==> config.mk <==
export PLATFORM = sky130hd
export DESIGN_NAME = camera_button_ctrl
export DESIGN_NICKNAME = d
export VERILOG_FILES = /design/src/rtl/camera_button_ctrl.sv
export SDC_FILE = /design/constraint.sdc
export NUM_CORES = 1
export LEC_CHECK = 0
export ABC_AREA = 1
export CAP_MARGIN = 0
export CORE_ASPECT_RATIO = 1.25
export CORE_MARGIN = 2
export CORE_UTILIZATION = 55
export DETAILED_ROUTE_END_ITERATION = 10
export GPL_TIMING_DRIVEN = 0
export PLACE_DENSITY = 0.77
export SKIP_LAST_GASP = 1
export SYNTH_ARGS = -nofsm -noshare
export SYNTH_HDL_FRONTEND = slang
export SYNTH_SLANG_ARGS = --single-unit
export TNS_END_PERCENT = 30
==> constraint.sdc <==
create_clock -name clk -period 13.9 [get_ports clk]
set_input_delay 1.39 -clock clk [delete_from_list [all_inputs] [get_ports clk]]
set_output_delay 1.39 -clock clk [all_outputs]
set_load 0.005 [all_outputs]
==> src/rtl/camera_button_ctrl.sv <==
// -----------------------------------------------------------------------------
// camera_button_ctrl
//
// Turns six raw push-buttons into single-cycle step pulses for the camera pose
// incrementers, with auto-repeat while a button is held.
//
// Per channel: two-flop synchronizer -> counter-based debouncer -> three-state
// repeat FSM (IDLE / DELAY / REPEAT) -> registered output pulse. Opposing
// pairs (left/right, up/down, rot_left/rot_right) suppress each other's pulses
// while both are held; the FSMs themselves keep running.
//
// Ports
//   clk            : system clock, all state on the rising edge
//   reset          : asynchronous, active-high reset
//   btn_*          : raw asynchronous button levels, active-high
//   left .. rot_right : registered single-cycle step pulses
//   held[5:0]      : registered debounced levels
//                    {rot_right, rot_left, down, up, right, left}
// -----------------------------------------------------------------------------
module camera_button_ctrl #(
    parameter int unsigned DEBOUNCE_CYCLES = 650000,
    parameter int unsigned REPEAT_DELAY    = 26000000,
    parameter int unsigned REPEAT_PERIOD   = 6500000
) (
    input  logic       clk,
    input  logic       reset,
    input  logic       btn_left,
    input  logic       btn_right,
    input  logic       btn_up,
    input  logic       btn_down,
    input  logic       btn_rot_left,
    input  logic       btn_rot_right,
    output logic       left,
    output logic       right,
    output logic       up,
    output logic       down,
    output logic       rot_left,
    output logic       rot_right,
    output logic [5:0] held
);

    localparam int CW = 25;
    localparam int NCH = 6;

    // Terminal counts: the action fires in the cycle the counter holds N-1.
    localparam logic [CW-1:0] DEB_LAST    = CW'(DEBOUNCE_CYCLES - 32'd1);
    localparam logic [CW-1:0] DELAY_LAST  = CW'(REPEAT_DELAY - 32'd1);
    localparam logic [CW-1:0] PERIOD_LAST = CW'(REPEAT_PERIOD - 32'd1);

    typedef enum logic [1:0] {
        ST_IDLE   = 2'd0,
        ST_DELAY  = 2'd1,
        ST_REPEAT = 2'd2
    } state_e;

    logic [NCH-1:0] btn_s;
    logic [NCH-1:0] sync1_q, sync2_q;
    logic [NCH-1:0] level_q, level_d;
    logic [CW-1:0]  deb_cnt_q [NCH];
    logic [CW-1:0]  deb_cnt_d [NCH];
    state_e         state_q   [NCH];
    state_e         state_d   [NCH];
    logic [CW-1:0]  rep_cnt_q [NCH];
    logic [CW-1:0]  rep_cnt_d [NCH];
    logic [NCH-1:0] raw_q, raw_d;
    logic [NCH-1:0] pulse_q, pulse_d;
    logic [NCH-1:0] held_q;
    logic [2:0]     pair_both_s;
    logic [NCH-1:0] mask_s;

    assign btn_s = {btn_rot_right, btn_rot_left, btn_down, btn_up, btn_right, btn_left};

    // Two-flop synchronizer for every raw button.
    always_ff @(posedge clk or posedge reset) begin
        if (reset) begin
            sync1_q <= 6'b000000;
            sync2_q <= 6'b000000;
        end else begin
            sync1_q <= btn_s;
            sync2_q <= sync1_q;
        end
    end

    // Debounce next-state: count consecutive samples that disagree with the
    // debounced level, flip the level once enough have been seen.
    always_comb begin
        level_d = level_q;
        for (int i = 0; i < NCH; i++) begin
            deb_cnt_d[i] = {CW{1'b0}};
            if (sync2_q[i] == level_q[i]) begin
                deb_cnt_d[i] = {CW{1'b0}};
            end else if (deb_cnt_q[i] == DEB_LAST) begin
                level_d[i]   = ~level_q[i];
                deb_cnt_d[i] = {CW{1'b0}};
            end else begin
                deb_cnt_d[i] = deb_cnt_q[i] + 25'd1;
            end
        end
    end

    // Repeat FSM next-state and raw pulse generation for every channel.
    // IDLE only ever sees a high level on the debounced rising edge, because
    // any falling edge forces the FSM back to IDLE.
    always_comb begin
        raw_d = 6'b000000;
        for (int i = 0; i < NCH; i++) begin
            state_d[i]   = state_q[i];
            rep_cnt_d[i] = rep_cnt_q[i];
            case (state_q[i])
                ST_IDLE: begin
                    rep_cnt_d[i] = {CW{1'b0}};
                    if (level_q[i]) begin
                        state_d[i] = ST_DELAY;
                        raw_d[i]   = 1'b1;
                    end else begin
                        state_d[i] = ST_IDLE;
                    end
                end
                ST_DELAY: begin
                    if (!level_q[i]) begin
                        state_d[i]   = ST_IDLE;
                        rep_cnt_d[i] = {CW{1'b0}};
                    end else if (rep_cnt_q[i] == DELAY_LAST) begin
                        state_d[i]   = ST_REPEAT;
                        rep_cnt_d[i] = {CW{1'b0}};
                        raw_d[i]     = 1'b1;
                    end else begin
                        rep_cnt_d[i] = rep_cnt_q[i] + 25'd1;
                    end
                end
                ST_REPEAT: begin
                    if (!level_q[i]) begin
                        state_d[i]   = ST_IDLE;
                        rep_cnt_d[i] = {CW{1'b0}};
                    end else if (rep_cnt_q[i] == PERIOD_LAST) begin
                        rep_cnt_d[i] = {CW{1'b0}};
                        raw_d[i]     = 1'b1;
                    end else begin
                        rep_cnt_d[i] = rep_cnt_q[i] + 25'd1;
                    end
                end
                default: begin
                    state_d[i]   = ST_IDLE;
                    rep_cnt_d[i] = {CW{1'b0}};
                end
            endcase
        end
    end

    // Opposing-pair suppression uses the same debounced levels that drive held.
    always_comb begin
        pair_both_s = {level_q[5] & level_q[4], level_q[3] & level_q[2], level_q[1] & level_q[0]};
        mask_s      = {{2{pair_both_s[2]}}, {2{pair_both_s[1]}}, {2{pair_both_s[0]}}};
        pulse_d     = raw_q & ~mask_s;
    end

    // Debounce, FSM, raw pulse and output registers.
    always_ff @(posedge clk or posedge reset) begin
        if (reset) begin
            level_q <= 6'b000000;
            raw_q   <= 6'b000000;
            pulse_q <= 6'b000000;
            held_q  <= 6'b000000;
            for (int i = 0; i < NCH; i++) begin
                deb_cnt_q[i] <= {CW{1'b0}};
                rep_cnt_q[i] <= {CW{1'b0}};
                state_q[i]   <= ST_IDLE;
            end
        end else begin
            level_q <= level_d;
            raw_q   <= raw_d;
            pulse_q <= pulse_d;
            held_q  <= level_q;
            for (int i = 0; i < NCH; i++) begin
                deb_cnt_q[i] <= deb_cnt_d[i];
                rep_cnt_q[i] <= rep_cnt_d[i];
                state_q[i]   <= state_d[i];
            end
        end
    end

    assign left      = pulse_q[0];
    assign right     = pulse_q[1];
    assign up        = pulse_q[2];
    assign down      = pulse_q[3];
    assign rot_left  = pulse_q[4];
    assign rot_right = pulse_q[5];
    assign held      = held_q;

endmodule

==> flow_summary_export.csv <==
group,metric,value,unit
setup_path,worst-setup-path-type,"reg -> out",
setup_path,critPathLaunchType,"register",
power,switching_share,21.7,%
cells_and_area,syn2layout_area_growth,10.5,%
cts,insertion_delay,540,ps
job,maxCapViolCount,0,
cts,cts_buffer_depth,3,
timing,rsz0062_at_grt,"no",
synthesis,synth_common_cells,"nor2_1 (583), nand2_1 (563), inv_1 (351), dfrtp_1 (348), nand3_1 (158)",
synthesis,yosysWarnings,0,
die,die_w,174,microns
die,die_h,216,microns
cells_and_area,diodes,0,
routing,drc_errors,0,
routing,ant_nets,0,
setup_path,crit_path_cell_trace,"clkdlybuf4s50_1",
global_route,gr-total-overflow,0,
global_route,grt_max_degree,105,
timing,finClkSkew,13.9,ps
synthesis,synth_edf_count,0,
timing,slew_viol_final,0,
timing,maxSlewHeadroom,52.2,%
timing,fmax,351,MHz
routing,dr.pass1.iters,7,
synthesis,syn_nets,2698,
routing,wirelength,43.0,mm
power,power.internal,1.60,mW
setup_path,ff2ff_path_depth,8,
power,p_seq_share,50.0,%
power,power_density,93.7,mW/mm^2
routing,via_per_inst,5.27,
worst_hold_path,worstHoldEndpoint,"sync2_q[3]",
die,row_count,77,
cts,post_cts_buffers,0,
cts,cts_tree,"yes",
placed_design,detailed_place_hpwl,31.9,mm
power,finalPower,2.05,mW
cts,cts.clk_slew.worst_paths,60,ps
timing,fin_crit_sh,20.5,%
setup_path,reg2reg_from,"deb_cnt_q[0]",
synthesis,ys_dominant_reg_cell,"dfrtp_1",
synthesis,synth_async_sr_flop_share,100,%
synthesis,synth_area,0.0198,sq mm
cells_and_area,nets,2760,
cells_and_area,stdcell_area,0.0218,sq mm
power,pwr-share-comb,2.1,%
synthesis,netlist.top_cell.by_area,"dfrtp_1",
die,io_pins,20,
synthesis,ys_seq_elements,348,
synthesis,synth_top_area_share,44.1,%
die,core-area,0.0354,sq mm
cts,cts_made_buffers,38,
setup_path,required,12510,ps
worst_hold_path,hold_depth,0,
placed_design,postPlaceCellArea,0.0206,sq mm
routing,drt-initial-drc-count,1191,
cells_and_area,fill_cells,3193,
setup_path,cp.buffers_inverters,1,
synthesis,syn_avg_cell_area,7.45,sq um
cts,cts_resized,0,
timing,finalCriticalPeriod,2850,ps
worst_hold_path,hp-start,"sync1_q[3]",
setup_path,rrSetupSlack,11770,ps
synthesis,synth_area_leaders,"dfrtp_1 (44%), nor2_1 (11%), nand2_1 (11%)",
status,status,"finished clean",
timing,worstMarginPinSlew,717,ps
placed_design,io_buffers,19,
global_route,antenna_found_initial,0,
synthesis,synth.yosys.seq_area_share,44.1,%
setup_path,slowest_delay,520,ps
worst_hold_path,worst_hold_path_type,"reg -> reg",
timing,hold_viol,0,
power,irDropWorstVdd,111,uV
routing,wl_per_cell,13.4,microns
power,clkPwrFrac,47.8,%
cts,postCtsHoldBufs,0,
cts,cts_root_buf,"clkbuf_16",
setup_path,cp-end-kind,"primary output",
cells_and_area,drive_above_1_share,5.77,%
synthesis,yosysMostFrequentCell,"nor2_1",
cts,htreeDepth,2,
global_route,groute.usage.overall,23.7,%
setup_path,arrival,1460,ps
setup_path,crit_path_top_delay_cell,"clkdlybuf4s50_1",
timing,final-setup-viol-count,0,
die,start_util,55.9,%
global_route,grt_pass1_wl,75.5,mm
cts,cts.sinks,348,
synthesis,yosysUniqueCellTypes,43,
setup_path,r2r_end,"deb_cnt_q[21]",
power,p_switching,0.444,mW
power,leakagePower,9.48,nW
global_route,grt_pass1_vias,16800,
placed_design,gp_congestion,0.936,
setup_path,crit_family,"buffers and inverters",
setup_path,path_max_fanout,1,
routing,vias,16900,
die,dieArea,0.0375,sq mm
synthesis,synthCells,2653,
-- how the worst max path moves through the flow --
stage                     cells after the start  slack (ps)            end        from
after floorplan                               1        2860   deb_cnt_q[0]       reset
after detailed placement                      4       10570  deb_cnt_q[62]       reset
after global placement                        2       -1130  rep_cnt_q[72]       reset
final                                         1       11050           left  pulse_q[0]
after CTS                                     1       11010           left  pulse_q[0]
after global routing                          4       10960  deb_cnt_q[62]       reset
-- routing by layer --
layer / GRT usage [%] / wire length [microns] / share of wire, % / vias to the layer above
met1: 29.0 / 18400 / 43 / 7917
met3: 3.19 / 1660 / 3.9 / 132
met2: 41.8 / 21400 / 50 / 390
met4: 10.2 / 1610 / 3.7 / 0
li1: - / - / - / 8509
met5: 0 / 0 / 0 / -
-- sequential cells by signal, summed over array words and instances, names as in the netlist --
name,count
deb_cnt_q,150
sync1_q,6
sync2_q,6
pulse_q,6
state_q,12
held,6
raw_q,6
rep_cnt_q,150
level_q,6
-- cell families (layout without fill, tap and decap cells) --
group | count (synthesis) | in the layout | share of synthesized area, %
flip-flops | 348 | 348 | 44.1
AND/OR/NAND/NOR | 1642 | 1642 | 36.5
buffers and inverters | 377 | 463 | 7.68
adder cells (fa/ha/maj) | 37 | 37 | 2.34
XOR/XNOR | 145 | 145 | 6.43
AO/OA/AOI/OAI | 104 | 104 | 2.97
-- cell usage in the layout (no fill, tap or decap), types with 4 or more instances in the layout --
| master | netlist | final |
|---|---|---|
| o21ai_0 | 35 | 35 |
| nand2_1 | 563 | 563 |
| nor2_1 | 583 | 583 |
| nand2_4 | 4 | 4 |
| nor2_2 | 16 | 16 |
| a31oi_1 | 9 | 9 |
| buf_6 | 8 | 8 |
| buf_2 | 8 | 8 |
| buf_4 | 4 | 4 |
| inv_1 | 351 | 350 |
| nand3b_1 | 7 | 7 |
| nor3b_1 | 11 | 11 |
| dfrtp_1 | 348 | 348 |
| nand3_1 | 158 | 158 |
| nor2_4 | 7 | 7 |
| clkdlybuf4s50_1 | 0 | 19 |
| o21bai_1 | 5 | 5 |
| a21boi_0 | 6 | 6 |
| clkbuf_16 | 0 | 39 |
| o22ai_1 | 5 | 5 |
| clkinv_2 | 0 | 8 |
| nand2_2 | 20 | 20 |
| xor2_1 | 106 | 106 |
| clkbuf_1 | 2 | 6 |
| a21oi_1 | 36 | 36 |
| xnor2_1 | 39 | 39 |
| clkbuf_8 | 0 | 8 |
| nand3_2 | 6 | 6 |
| ha_1 | 37 | 37 |
| nor3_4 | 4 | 4 |
| nor3_2 | 10 | 10 |
| nand4_1 | 73 | 73 |
| nor4_1 | 20 | 20 |
| nor3_1 | 151 | 151 |
-- layout make-up --
class                      count  area, sq um  share of cell area [%]
clock buffer                  51         1100                    5.04
sequential                   348         8710                    39.9
timing repair buffer          22          273                    1.25
inverter                     354         1340                    6.12
clock inverter                13          103                   0.470
multi-input combinational   1928         9530                    43.6
tap                          474          593                    2.72
buffer                        23          188                   0.860
-- stage by stage --
| stage | hold WS [ps] | instances | setup slack (ps) | util, % | TNS, ps |
|---|---|---|---|---|---|
| 4_1_cts | 349 | 3213 | 11010 | 61.7 | 0 |
| 3_3_place_gp | 335 | 3146 | -1130 | 58.1 | -382430 |
| 3_5_place_dp | 336 | 3149 | 10570 | 58.3 | 0 |
| 2_1_floorplan | 331 | 2653 | 2860 | - | 0 |
| 5_1_grt | 355 | 3213 | 10960 | 61.7 | 0 |
| 6_report | 347 | 3213 | 11050 | 61.7 | 0 |
-- power groups by stage --
stage                     registers, mW  logic [mW]  clock network (mW)
final                              1.02      0.0434               0.979
after global routing               1.02      0.0513                1.04
after CTS                          1.02      0.0456                1.01
after detailed placement           1.04      0.0454                   0
after global placement             1.04      0.0412                   0
after floorplan                    1.04      0.0296                   0
Power figures use the tool's default switching activity.
